## src/rtl/vga_pkg.sv

```systemverilog
// vga_pkg -- shared definitions for the VGA output pipe.
//   mode_e   : source-select encodings for the pixel stream.
//   BAR_RGB  : colour-bar table indexed by the 3-bit colour index {R,G,B}.
//   X_MAX    : saturation value of the 12-bit pixel counter.
package vga_pkg;

   typedef enum logic [1:0] {
      PASS  = 2'd0,
      BARS  = 2'd1,
      SOLID = 2'd2,
      BLACK = 2'd3
   } mode_e;

   // Entry i is {i[2]?FF:00, i[1]?FF:00, i[0]?FF:00}.
   localparam logic [23:0] BAR_RGB [0:7] = '{
      24'h000000, 24'h0000FF, 24'h00FF00, 24'h00FFFF,
      24'hFF0000, 24'hFF00FF, 24'hFFFF00, 24'hFFFFFF
   };

   localparam logic [11:0] X_MAX = 12'hFFF;

   // Bars run white first, so bar k shows colour 7-k.
   function automatic logic [2:0] bar_colour_index(input logic [2:0] k);
      return 3'd7 - k;
   endfunction

endpackage

```

## src/rtl/vga_out_pipe_if.sv

```systemverilog
// vga_out_pipe_if -- video stream in, quantised video stream out.
//   Inputs : vsync_i, hsync_i, valid, rgb_i[23:0], mode[1:0], solid_rgb[23:0]
//   Outputs: vsync_o, hsync_o, r[R_W-1:0], g[G_W-1:0], b[B_W-1:0],
//            frame_cnt[15:0], line_px[11:0]
// Handshake: valid qualifies rgb_i in the cycle it is high; there is no
// ready, the sink always accepts one pixel per clock and never stalls.
// master drives the source side, slave is the pipe itself.
interface vga_out_pipe_if #(
   parameter int R_W = 5,
   parameter int G_W = 6,
   parameter int B_W = 5
);
   logic           vsync_i;
   logic           hsync_i;
   logic           valid;
   logic [23:0]    rgb_i;
   logic [1:0]     mode;
   logic [23:0]    solid_rgb;
   logic           vsync_o;
   logic           hsync_o;
   logic [R_W-1:0] r;
   logic [G_W-1:0] g;
   logic [B_W-1:0] b;
   logic [15:0]    frame_cnt;
   logic [11:0]    line_px;

   modport master (
      output vsync_i, hsync_i, valid, rgb_i, mode, solid_rgb,
      input  vsync_o, hsync_o, r, g, b, frame_cnt, line_px
   );

   modport slave (
      input  vsync_i, hsync_i, valid, rgb_i, mode, solid_rgb,
      output vsync_o, hsync_o, r, g, b, frame_cnt, line_px
   );
endinterface

```

## src/rtl/vga_chan_quant.sv

```systemverilog
// vga_chan_quant -- reduce one 8-bit colour channel to N bits.
//   c : 8-bit channel in
//   q : N-bit channel out; ROUND=0 keeps the top N bits, ROUND=1 rounds
//       half-up and saturates at 2^N-1.
module vga_chan_quant #(
   parameter int N     = 5,
   parameter int ROUND = 0
) (
   input  logic [7:0]   c,
   output logic [N-1:0] q
);

   generate
      if (ROUND == 0) begin : g_trunc
         assign q = c[7:8-N];
      end else begin : g_round
         // Half an output LSB; zero when N=8 so the channel passes through.
         localparam int         HALF = 128 >> N;
         localparam int         SH   = 8 - N;
         localparam logic [8:0] MAXV = 9'((1 << N) - 1);

         logic [8:0] sum;
         logic [8:0] shifted;

         assign sum     = {1'b0, c} + 9'(HALF);
         assign shifted = sum >> SH;
         assign q       = (shifted > MAXV) ? MAXV[N-1:0] : shifted[N-1:0];
      end
   endgenerate

endmodule

```

## src/rtl/vga_out_pipe.sv

```systemverilog
// vga_out_pipe -- VGA output stage: source select, colour quantisation and
// a DEPTH-stage delay keeping syncs and colour aligned.
//   clk, rst : pixel clock, asynchronous active-high reset
//   bus      : vga_out_pipe_if slave (sync/pixel in, sync/colour out,
//              frame_cnt = vsync assertions, line_px = pixels in last line)
module vga_out_pipe
   import vga_pkg::*;
#(
   parameter int   R_W       = 5,
   parameter int   G_W       = 6,
   parameter int   B_W       = 5,
   parameter int   DEPTH     = 2,
   parameter int   ROUND     = 0,
   parameter logic HS_POL    = 1'b1,
   parameter logic VS_POL    = 1'b1,
   parameter int   BAR_SHIFT = 4
) (
   input logic           clk,
   input logic           rst,
   vga_out_pipe_if.slave bus
);

   // Sync edge detection. The arm flags stay low after reset until the sync
   // has been seen deasserted, so a sync held asserted across reset does
   // not produce an edge.
   logic vs_q, hs_q;
   logic vs_arm, hs_arm;
   logic vs_edge, hs_edge;

   assign vs_edge = vs_arm && (bus.vsync_i == VS_POL) && (vs_q != VS_POL);
   assign hs_edge = hs_arm && (bus.hsync_i == HS_POL) && (hs_q != HS_POL);

   always_ff @(posedge clk or posedge rst) begin
      if (rst) begin
         vs_q   <= ~VS_POL;
         hs_q   <= ~HS_POL;
         vs_arm <= 1'b0;
         hs_arm <= 1'b0;
      end else begin
         vs_q <= bus.vsync_i;
         hs_q <= bus.hsync_i;
         if (bus.vsync_i != VS_POL) vs_arm <= 1'b1;
         if (bus.hsync_i != HS_POL) hs_arm <= 1'b1;
      end
   end

   // Frame/line state: active mode only changes on a frame boundary.
   mode_e       act_mode;
   logic [15:0] frame_cnt;
   logic [11:0] x;
   logic [11:0] line_px;

   always_ff @(posedge clk or posedge rst) begin
      if (rst) begin
         act_mode  <= PASS;
         frame_cnt <= '0;
         x         <= '0;
         line_px   <= '0;
      end else begin
         if (vs_edge) begin
            act_mode  <= mode_e'(bus.mode);
            frame_cnt <= frame_cnt + 16'd1;
         end
         if (hs_edge) begin
            line_px <= x;
            // A pixel coincident with the edge is x=0 of the new line.
            x <= bus.valid ? 12'd1 : 12'd0;
         end else if (bus.valid && (x != X_MAX)) begin
            x <= x + 12'd1;
         end
      end
   end

   assign bus.frame_cnt = frame_cnt;
   assign bus.line_px   = line_px;

   // Source select, using the pre-increment position of this pixel.
   logic [11:0] px_x;
   logic [2:0]  bar_k;
   logic [23:0] pix;

   assign px_x  = hs_edge ? 12'd0 : x;
   assign bar_k = 3'(px_x >> BAR_SHIFT);

   always_comb begin
      pix = 24'h000000;
      if (bus.valid) begin
         case (act_mode)
            PASS:    pix = bus.rgb_i;
            BARS:    pix = BAR_RGB[bar_colour_index(bar_k)];
            SOLID:   pix = bus.solid_rgb;
            BLACK:   pix = 24'h000000;
            default: pix = 24'h000000;
         endcase
      end
   end

   logic [R_W-1:0] r_q;
   logic [G_W-1:0] g_q;
   logic [B_W-1:0] b_q;

   vga_chan_quant #(.N(R_W), .ROUND(ROUND)) u_quant_r (.c(pix[23:16]), .q(r_q));
   vga_chan_quant #(.N(G_W), .ROUND(ROUND)) u_quant_g (.c(pix[15:8]),  .q(g_q));
   vga_chan_quant #(.N(B_W), .ROUND(ROUND)) u_quant_b (.c(pix[7:0]),   .q(b_q));

   // Output delay line; stage DEPTH-1 drives the ports.
   logic [R_W-1:0] r_p  [DEPTH];
   logic [G_W-1:0] g_p  [DEPTH];
   logic [B_W-1:0] b_p  [DEPTH];
   logic           vs_p [DEPTH];
   logic           hs_p [DEPTH];

   always_ff @(posedge clk or posedge rst) begin
      if (rst) begin
         for (int i = 0; i < DEPTH; i++) begin
            r_p[i]  <= '0;
            g_p[i]  <= '0;
            b_p[i]  <= '0;
            vs_p[i] <= ~VS_POL;
            hs_p[i] <= ~HS_POL;
         end
      end else begin
         r_p[0]  <= r_q;
         g_p[0]  <= g_q;
         b_p[0]  <= b_q;
         vs_p[0] <= bus.vsync_i;
         hs_p[0] <= bus.hsync_i;
         for (int i = 1; i < DEPTH; i++) begin
            r_p[i]  <= r_p[i-1];
            g_p[i]  <= g_p[i-1];
            b_p[i]  <= b_p[i-1];
            vs_p[i] <= vs_p[i-1];
            hs_p[i] <= hs_p[i-1];
         end
      end
   end

   assign bus.r       = r_p[DEPTH-1];
   assign bus.g       = g_p[DEPTH-1];
   assign bus.b       = b_p[DEPTH-1];
   assign bus.vsync_o = vs_p[DEPTH-1];
   assign bus.hsync_o = hs_p[DEPTH-1];

endmodule

```

## src/flat_wrapper.sv

```systemverilog
// flat-port wrapper written by rule: the top's interface ports become plain ports
module vga_out_pipe_flat import vga_pkg::*;
#(
   parameter int   R_W       = 5,
   parameter int   G_W       = 6,
   parameter int   B_W       = 5,
   parameter int   DEPTH     = 2,
   parameter int   ROUND     = 0,
   parameter logic HS_POL    = 1'b1,
   parameter logic VS_POL    = 1'b1,
   parameter int   BAR_SHIFT = 4
)
  (clk, rst, bus_vsync_i, bus_hsync_i, bus_valid, bus_rgb_i, bus_mode, bus_solid_rgb, bus_vsync_o, bus_hsync_o, bus_r, bus_g, bus_b, bus_frame_cnt, bus_line_px);
  vga_out_pipe_if #(.R_W(R_W), .G_W(G_W), .B_W(B_W)) bus_i ();
  input logic clk;
  input logic rst;
  input wire logic [$bits(bus_i.vsync_i)-1:0] bus_vsync_i;
  input wire logic [$bits(bus_i.hsync_i)-1:0] bus_hsync_i;
  input wire logic [$bits(bus_i.valid)-1:0] bus_valid;
  input wire logic [$bits(bus_i.rgb_i)-1:0] bus_rgb_i;
  input wire logic [$bits(bus_i.mode)-1:0] bus_mode;
  input wire logic [$bits(bus_i.solid_rgb)-1:0] bus_solid_rgb;
  output wire logic [$bits(bus_i.vsync_o)-1:0] bus_vsync_o;
  output wire logic [$bits(bus_i.hsync_o)-1:0] bus_hsync_o;
  output wire logic [$bits(bus_i.r)-1:0] bus_r;
  output wire logic [$bits(bus_i.g)-1:0] bus_g;
  output wire logic [$bits(bus_i.b)-1:0] bus_b;
  output wire logic [$bits(bus_i.frame_cnt)-1:0] bus_frame_cnt;
  output wire logic [$bits(bus_i.line_px)-1:0] bus_line_px;
  assign bus_i.vsync_i = bus_vsync_i;
  assign bus_i.hsync_i = bus_hsync_i;
  assign bus_i.valid = bus_valid;
  assign bus_i.rgb_i = bus_rgb_i;
  assign bus_i.mode = bus_mode;
  assign bus_i.solid_rgb = bus_solid_rgb;
  assign bus_vsync_o = bus_i.vsync_o;
  assign bus_hsync_o = bus_i.hsync_o;
  assign bus_r = bus_i.r;
  assign bus_g = bus_i.g;
  assign bus_b = bus_i.b;
  assign bus_frame_cnt = bus_i.frame_cnt;
  assign bus_line_px = bus_i.line_px;
  vga_out_pipe #(.R_W(R_W), .G_W(G_W), .B_W(B_W), .DEPTH(DEPTH), .ROUND(ROUND), .HS_POL(HS_POL), .VS_POL(VS_POL), .BAR_SHIFT(BAR_SHIFT)) u_core (.clk(clk), .rst(rst), .bus(bus_i));
endmodule
```

## config.mk

```make
export PLATFORM = sky130hd
export DESIGN_NAME = vga_out_pipe_flat
export DESIGN_NICKNAME = d
export VERILOG_FILES = /design/src/rtl/vga_pkg.sv /design/src/rtl/vga_out_pipe_if.sv /design/src/rtl/vga_chan_quant.sv /design/src/rtl/vga_out_pipe.sv /design/src/flat_wrapper.sv
export SDC_FILE = /design/constraint.sdc
export NUM_CORES = 1
export LEC_CHECK = 0
export BUFFER_PORTS_ARGS = -buffer_cell sky130_fd_sc_hd__buf_4
export CAP_MARGIN = 20
export CORE_ASPECT_RATIO = 0.75
export CORE_MARGIN = 2
export CORE_UTILIZATION = 40
export CTS_CLUSTER_DIAMETER = 40
export DETAILED_ROUTE_END_ITERATION = 8
export PLACE_DENSITY = 0.71
export SKIP_LAST_GASP = 1
export SLEW_MARGIN = 20
export SYNTH_ARGS = -nofsm -noshare
export SYNTH_HDL_FRONTEND = slang
export SYNTH_SLANG_ARGS = --single-unit
```

## constraint.sdc

```tcl
create_clock -name clk -period 4.2 [get_ports clk]
set_input_delay 0.42 -clock clk [delete_from_list [all_inputs] [get_ports clk]]
set_output_delay 0.42 -clock clk [all_outputs]
set_load 0.01 [all_outputs]
```

* Word level (Yosys, flattened, before mapping)
Memory sizes are Yosys's and may differ from the RTL's. Cells that the tools add are included. W data, S select, Z words.
Storage, ports and cells: bits in read-only memories 192, input bits 55, output and inout bits 46, register bits after elaboration 80, logic and storage cells 43, memories kept 1
Memory list:
- (name not given) | depth 8, bits a word 24, read ports 1, clocked after memory_dff 0, wr ports 0, RTL line vga_out_pipe.sv:90 | BARS: pix = BAR_RGB[bar_colour_index(bar_k)];
Cells by class: reduce and logical (&&, ||, !) cells 7, add/subtract/negate cells 3, equal/unequal tests 4, multiplexer cells 8, bitwise logic cells 3, $lt $le $gt $ge 1
Operator list (count):
- $pmux W24 S4 | 1
- $mux W24 | 3
- $mux W12 | 2
- $add A16 B1 Y16 const B | 1
- $add A12 B1 Y12 const B | 1
- $ne A12 B12 Y1 const B | 1
- $mux W7 | 1
- $logic_and A1 B1 Y1 | 5
- $eq A2 B2 Y1 const B | 2
- $ge A4 B4 Y1 const B | 1
- $not A3 Y4 | 1
- $sub A3 B3 Y3 const A | 1
- $eq A2 B1 Y1 const B | 1
- $logic_not A2 Y1 | 1
- $not A1 Y1 | 2
- $reduce_bool A2 Y1 | 1
- $mux W1 | 1

* Depth between registers and ports, before layout
depth in word-level cells 10, depth in mapped cells 6, gate-level depth less buffers 5

* Modules after synthesis
A second synthesis with hierarchy kept.
Second synthesis, totals: cell total of the unflattened synthesis 355, area total of the unflattened synthesis 3694.8 um^2
By module, submodules not included:
- vga_out_pipe | cells an instance 339, area each 3574.7 um^2, instances 1
- vga_chan_quant (u_core.u_quant_b ...) | cells an instance 5, area each 37.5 um^2, instances 2
- vga_chan_quant (u_core.u_quant_g) | cells an instance 6, area each 45.0 um^2, instances 1

* Least setup slack after synthesis
Ideal clock, no wire load.
kind reg2reg, start reg u_core.x[0], end reg u_core.x[8], path buffers 0, arrival 1.519 ns, slack 2.602 ns, stages on the path, launching flop included 6, path through dfrtp_1 -> ha_1 -> nand3_1 -> or3_1 -> or3_1 -> a21oi_1
On the way: word-level cells in the longest chain between the ends 3
RTL lines:
- start: declaration | RTL line vga_out_pipe.sv:50 | logic [11:0] x;
- start signal: assignment | RTL line vga_out_pipe.sv:67 | x <= bus.valid ? 12'd1 : 12'd0;
- start signal: assignment | RTL line vga_out_pipe.sv:69 | x <= x + 12'd1;
- $add A12 B1 Y12 or $ne A12 B12 Y1 (tied branches) | RTL line vga_out_pipe.sv:69, vga_out_pipe.sv:68
- $mux W12 or $logic_and A1 B1 Y1 (tied branches) | RTL line vga_out_pipe.sv:68 | end else if (bus.valid && (x != X_MAX)) begin
- $mux W12 or $reduce_bool A2 Y1 (tied branches)
Parallel ways exist; a longest one is shown, timed or not. The select of a mux whose other input is x is not followed. A chain may end at the register's enable or synchronous reset.

* Worst setup path in the final report
start reg u_core.hs_q, end reg u_core.g_p[7] (netlist name)
On the way: word-level cells in the longest chain between the ends 10
RTL lines:
- start: declaration | RTL line vga_out_pipe.sv:26 | logic vs_q, hs_q;
- start signal: assignment | RTL line vga_out_pipe.sv:36 | hs_q <= ~HS_POL;
- start signal: assignment | RTL line vga_out_pipe.sv:41 | hs_q <= bus.hsync_i;
- $not A1 Y1 | RTL line vga_out_pipe.sv:31 | assign hs_edge = hs_arm && (bus.hsync_i == HS_POL) && (hs_q != HS_POL);
- $logic_and A1 B1 Y1 | RTL line vga_out_pipe.sv:31
- $mux W7 | RTL line vga_out_pipe.sv:82 | assign px_x = hs_edge ? 12'd0 : x;
- $sub A3 B3 Y3 | RTL line vga_pkg.sv:24 | return 3'd7 - k;
- $not A3 Y4 (implied by the code) | RTL line vga_out_pipe.sv:90
- $mem_v2 Z8 W24
- $mux W24 (implied by the code) (2 in a row) | RTL line vga_out_pipe.sv:90
- $pmux W24 S4 | RTL line vga_out_pipe.sv:88 | case (act_mode)
- $mux W24 | RTL line vga_out_pipe.sv:87 | if (bus.valid) begin
- net u_core.g_q[1] | RTL line vga_out_pipe.sv:99 | logic [G_W-1:0] g_q;
- end signal: indexed assignment | RTL line vga_out_pipe.sv:130 | g_p[i] <= g_p[i-1];
- end: declaration | RTL line vga_out_pipe.sv:108 | logic [G_W-1:0] g_p [DEPTH];
The timed path passes the listed nets, and every way through them passes these cells. The select of a mux whose other input is x is not followed.

==> run_results.csv <==
group,metric,value,unit
floorplan,fp.dieH,83.5,um
timing,period_minus_slack,2090,ps
logic_synthesis,syn_inst,310,
finish,drive_gt1_frac,0.285,
floorplan,initial_core_util,0.421,
critical_path,critPathCaptureType,"flop",
global_routing,grt_pass1_wl,11.4,mm
logic_synthesis,yosysTopAreaCellShare,0.593,
critical_path,worstSetupEndpoint,"u_core.g_p[7]$_DFF_PP0_",
place,port_buffers,84,
flow_run,maxCapViolCount,0,
worst_hold_path,hold_path.class,"primary input to async pin",
timing,fmax,0.479,GHz
logic_synthesis,async_flop_share,1.00,
floorplan,fp.dieW,110,um
timing,fin_tns_setup,0,ps
logic_synthesis,synth_warnings,0,
power,power.density,439,nW/um2
critical_path,cp_slowest_cell,"a21oi_1",
logic_synthesis,synth_edf_count,0,
global_routing,grt-ovfl-total,0,
finish,fin_util,0.525,
timing,rsz0062_at_grt,"false",
clock_tree,clk-insertion-delay-late,350,ps
critical_path,required,4480,ps
logic_synthesis,synth.cell_area,3370,um2
place,routabilityCongestion,0.725,
detailed_routing,drtPass1Iterations,4,
power,ir_worst_vdd,0.208,mV
finish,diodes,0,
timing,hold_viol,0,
clock_tree,path_clk_slew,80,ps
logic_synthesis,synthTopCellsByArea,"dfrtp_1 59%, nand2_1 6.1%, mux2i_1 4.2%",
timing,worst_slack,2110,ps
clock_tree,cts.hold.buffers_added,0,
timing,fin_crit_sh,0.497,
timing,finalClockSkew,9.10,ps
clock_tree,cts_made_buffers,9,
outcome,status,"completed",
timing,tightestPinTransition,961,ps
detailed_routing,drc,0,
logic_synthesis,synth_nets,367,
detailed_routing,vias_per_cell,4.88,
critical_path,rr_worst_depth,4,
detailed_routing,wirelength,6.96,mm
critical_path,rr_endpoint,"u_core.g_p[7]$_DFF_PP0_",
logic_synthesis,synth_top_area_cell,"dfrtp_1",
finish,finalNetCount,438,
logic_synthesis,yosysMostFrequentCell,"dfrtp_1",
critical_path,slowest_delay,730,ps
clock_tree,tritoncts,"built",
critical_path,crit_type,"flop to flop",
critical_path,cp_max_fo,22,
logic_synthesis,ys_ff_latch,80,
power,p_leak,2.10,nW
global_routing,grt_pass1_vias,2334,
clock_tree,post_cts_resized,0,
clock_tree,htreeDepth,3,
critical_path,worstPathArrival,2370,ps
floorplan,coreArea,8020,um2
critical_path,crit_path_start,"u_core.hs_q$_DFF_PP0_",
place,dp_slack,2010,ps
detailed_routing,dr_total_vias,2395,
logic_synthesis,postSynthAreaPerCell,10.9,um2
floorplan,num_rows,28,
critical_path,r2r_start,"u_core.hs_q$_DFF_PP0_",
logic_synthesis,synth_commonest_cells,"80 x dfrtp_1, 55 x nand2_1, 25 x nor2_1, 16 x buf_4",
floorplan,io_pins,101,
place,dpl.hpwl,4.76,mm
clock_tree,postCtsSetupBuffers,0,
critical_path,critPathMostFrequentCell,"nor2_1",
clock_tree,clock-sinks,80,
critical_path,crit_chain,"nand3b_1 > a21oi_1 > nor2_1 > nor2_1",
critical_path,worstSetupStartpointType,"flop",
timing,relSlewSlack,0.360,
finish,area_delta_synth_final,24.9,%
logic_synthesis,synth_ff_type,"dfrtp_1",
detailed_routing,avgRoutedWirePerCell,14.2,um
clock_tree,clk_path_buf_depth,2,
timing,finalSetupViolCount,0,
floorplan,die_area,9190,um2
logic_synthesis,yosysSeqAreaShare,0.593,
global_routing,grt_start_max_net_pins,42,
timing,drv_slew,0,
logic_synthesis,ys_types,36,
detailed_routing,antenna_left,0,
detailed_routing,drt_iter0_drc,76,
clock_tree,cts_root_buf,"clkbuf_8",
global_routing,grt_antenna_before_repair,0,
global_routing,track_usage,0.160,
critical_path,r2r_slack,2110,ps
[layer usage]
metal | up-vias | routed length [um] | GRT usage | part of all wire
met1 | 1135 | 3180 | 0.210 | 0.46
met2 | 71 | 3160 | 0.247 | 0.45
met4 | 0 | 109 | 0.0564 | 0.016
met3 | 11 | 509 | 0.0531 | 0.073
met5 | - | 0 | 0 | 0
li1 | 1178 | - | - | -
[worst min path at each step]
stage	start	end	slack [ps]	depth (start not counted)
floorplan	u_core.b_p[5]$_DFF_PP0_	u_core.bus.b[0]$_DFF_PP0_	330	0
global placement	u_core.g_p[9]$_DFF_PP0_	u_core.bus.g[3]$_DFF_PP0_	330	0
CTS	rst	u_core.vs_arm$_DFFE_PP0N_	150	2
finish	rst	u_core.bus.frame_cnt[6]$_DFFE_PP0P_	140	2
detailed placement	u_core.b_p[9]$_DFF_PP0_	u_core.bus.b[4]$_DFF_PP0_	330	0
global route	bus_vsync_i	u_core.vs_q$_DFF_PP0_	170	1
[flip-flops by register name, indices dropped and copies added (netlist names)]
signal	count
u_core.vs_arm	1
u_core.act_mode	2
u_core.hs_arm	1
u_core.r_p	5
u_core.bus.b	5
u_core.hs_q	1
u_core.x	12
u_core.bus.g	6
u_core.bus.frame_cnt	16
u_core.bus.hsync_o	1
u_core.bus.line_px	12
u_core.g_p	6
u_core.vs_q	1
u_core.b_p	5
u_core.bus.vsync_o	1
u_core.bus.r	5
[metrics by stage]
stage	power [W]	cell area [um2]	instances	hold slack, ps
2_1_floorplan	0.00110	3370	310	331
4_1_cts	0.00188	4220	491	148
3_3_place_gp	0.00122	3990	475	333
5_1_grt	0.00195	4220	491	170
3_5_place_dp	0.00124	3990	475	335
6_report	0.00185	4220	491	137
[report_power, final]
| part | internal [W] | leakage [nW] | switching, W | total (W) |
|---|---|---|---|---|
| clock | 0.000353 | 0.109 | 0.000287 | 0.000639 |
| combinational | 0.000149 | 0.940 | 0.000132 | 0.000281 |
| sequential | 0.000849 | 1.05 | 0.0000827 | 0.000932 |
| total | 0.00135 | 2.10 | 0.000501 | 0.00185 |
[critical path, delay by kind of cell (launching register included)]
family	cells	cell delay (ps)
flip-flops	1	400
AO/OA/AOI/OAI	1	730
AND/OR/NAND/NOR	3	900
[cell families after synthesis]
kind of cell | after synthesis | synth area share
and+or+nand+nor | 124 | 0.174
DFF | 80 | 0.593
AOI/OAI and AO/OA | 43 | 0.0890
buffers and inverters | 32 | 0.0564
xor gates and xnor gates | 15 | 0.0389
muxes | 14 | 0.0415
adders and majority gates | 2 | 0.00741
[cell usage in the layout, fill, tap and decap left out, drive strengths merged]
cell type	n
o211ai	1
mux2i	14
and4	3
nand2b	4
a31oi	2
nor4	3
xnor2	10
o211a	1
nand3b	2
nor2	25
and3	2
o41ai	1
nand2	55
or4	2
ha	2
o31ai	4
a21oi	12
o21ai	8
clkbuf	10
buf	86
xor2	5
o21a	14
nor3	2
nand3	14
or2	1
or3	5
dfrtp	80
inv	5
nand4	6
clkinvlp	2
bufinv	2
clkinv	3
[final cells by class]
| class | instances | area (um2) |
|---|---|---|
| Clock buffer | 10 | 138 |
| Multi-Input combinational cell | 198 | 1180 |
| Inverter | 6 | 23.8 |
| Tap cell | 105 | 131 |
| Timing Repair Buffer | 86 | 646 |
| Sequential cell | 80 | 2000 |
| Clock inverter | 6 | 92.6 |
| Fill cell | 737 | 3810 |
No activity file was read; power rests on OpenSTA's default activity.
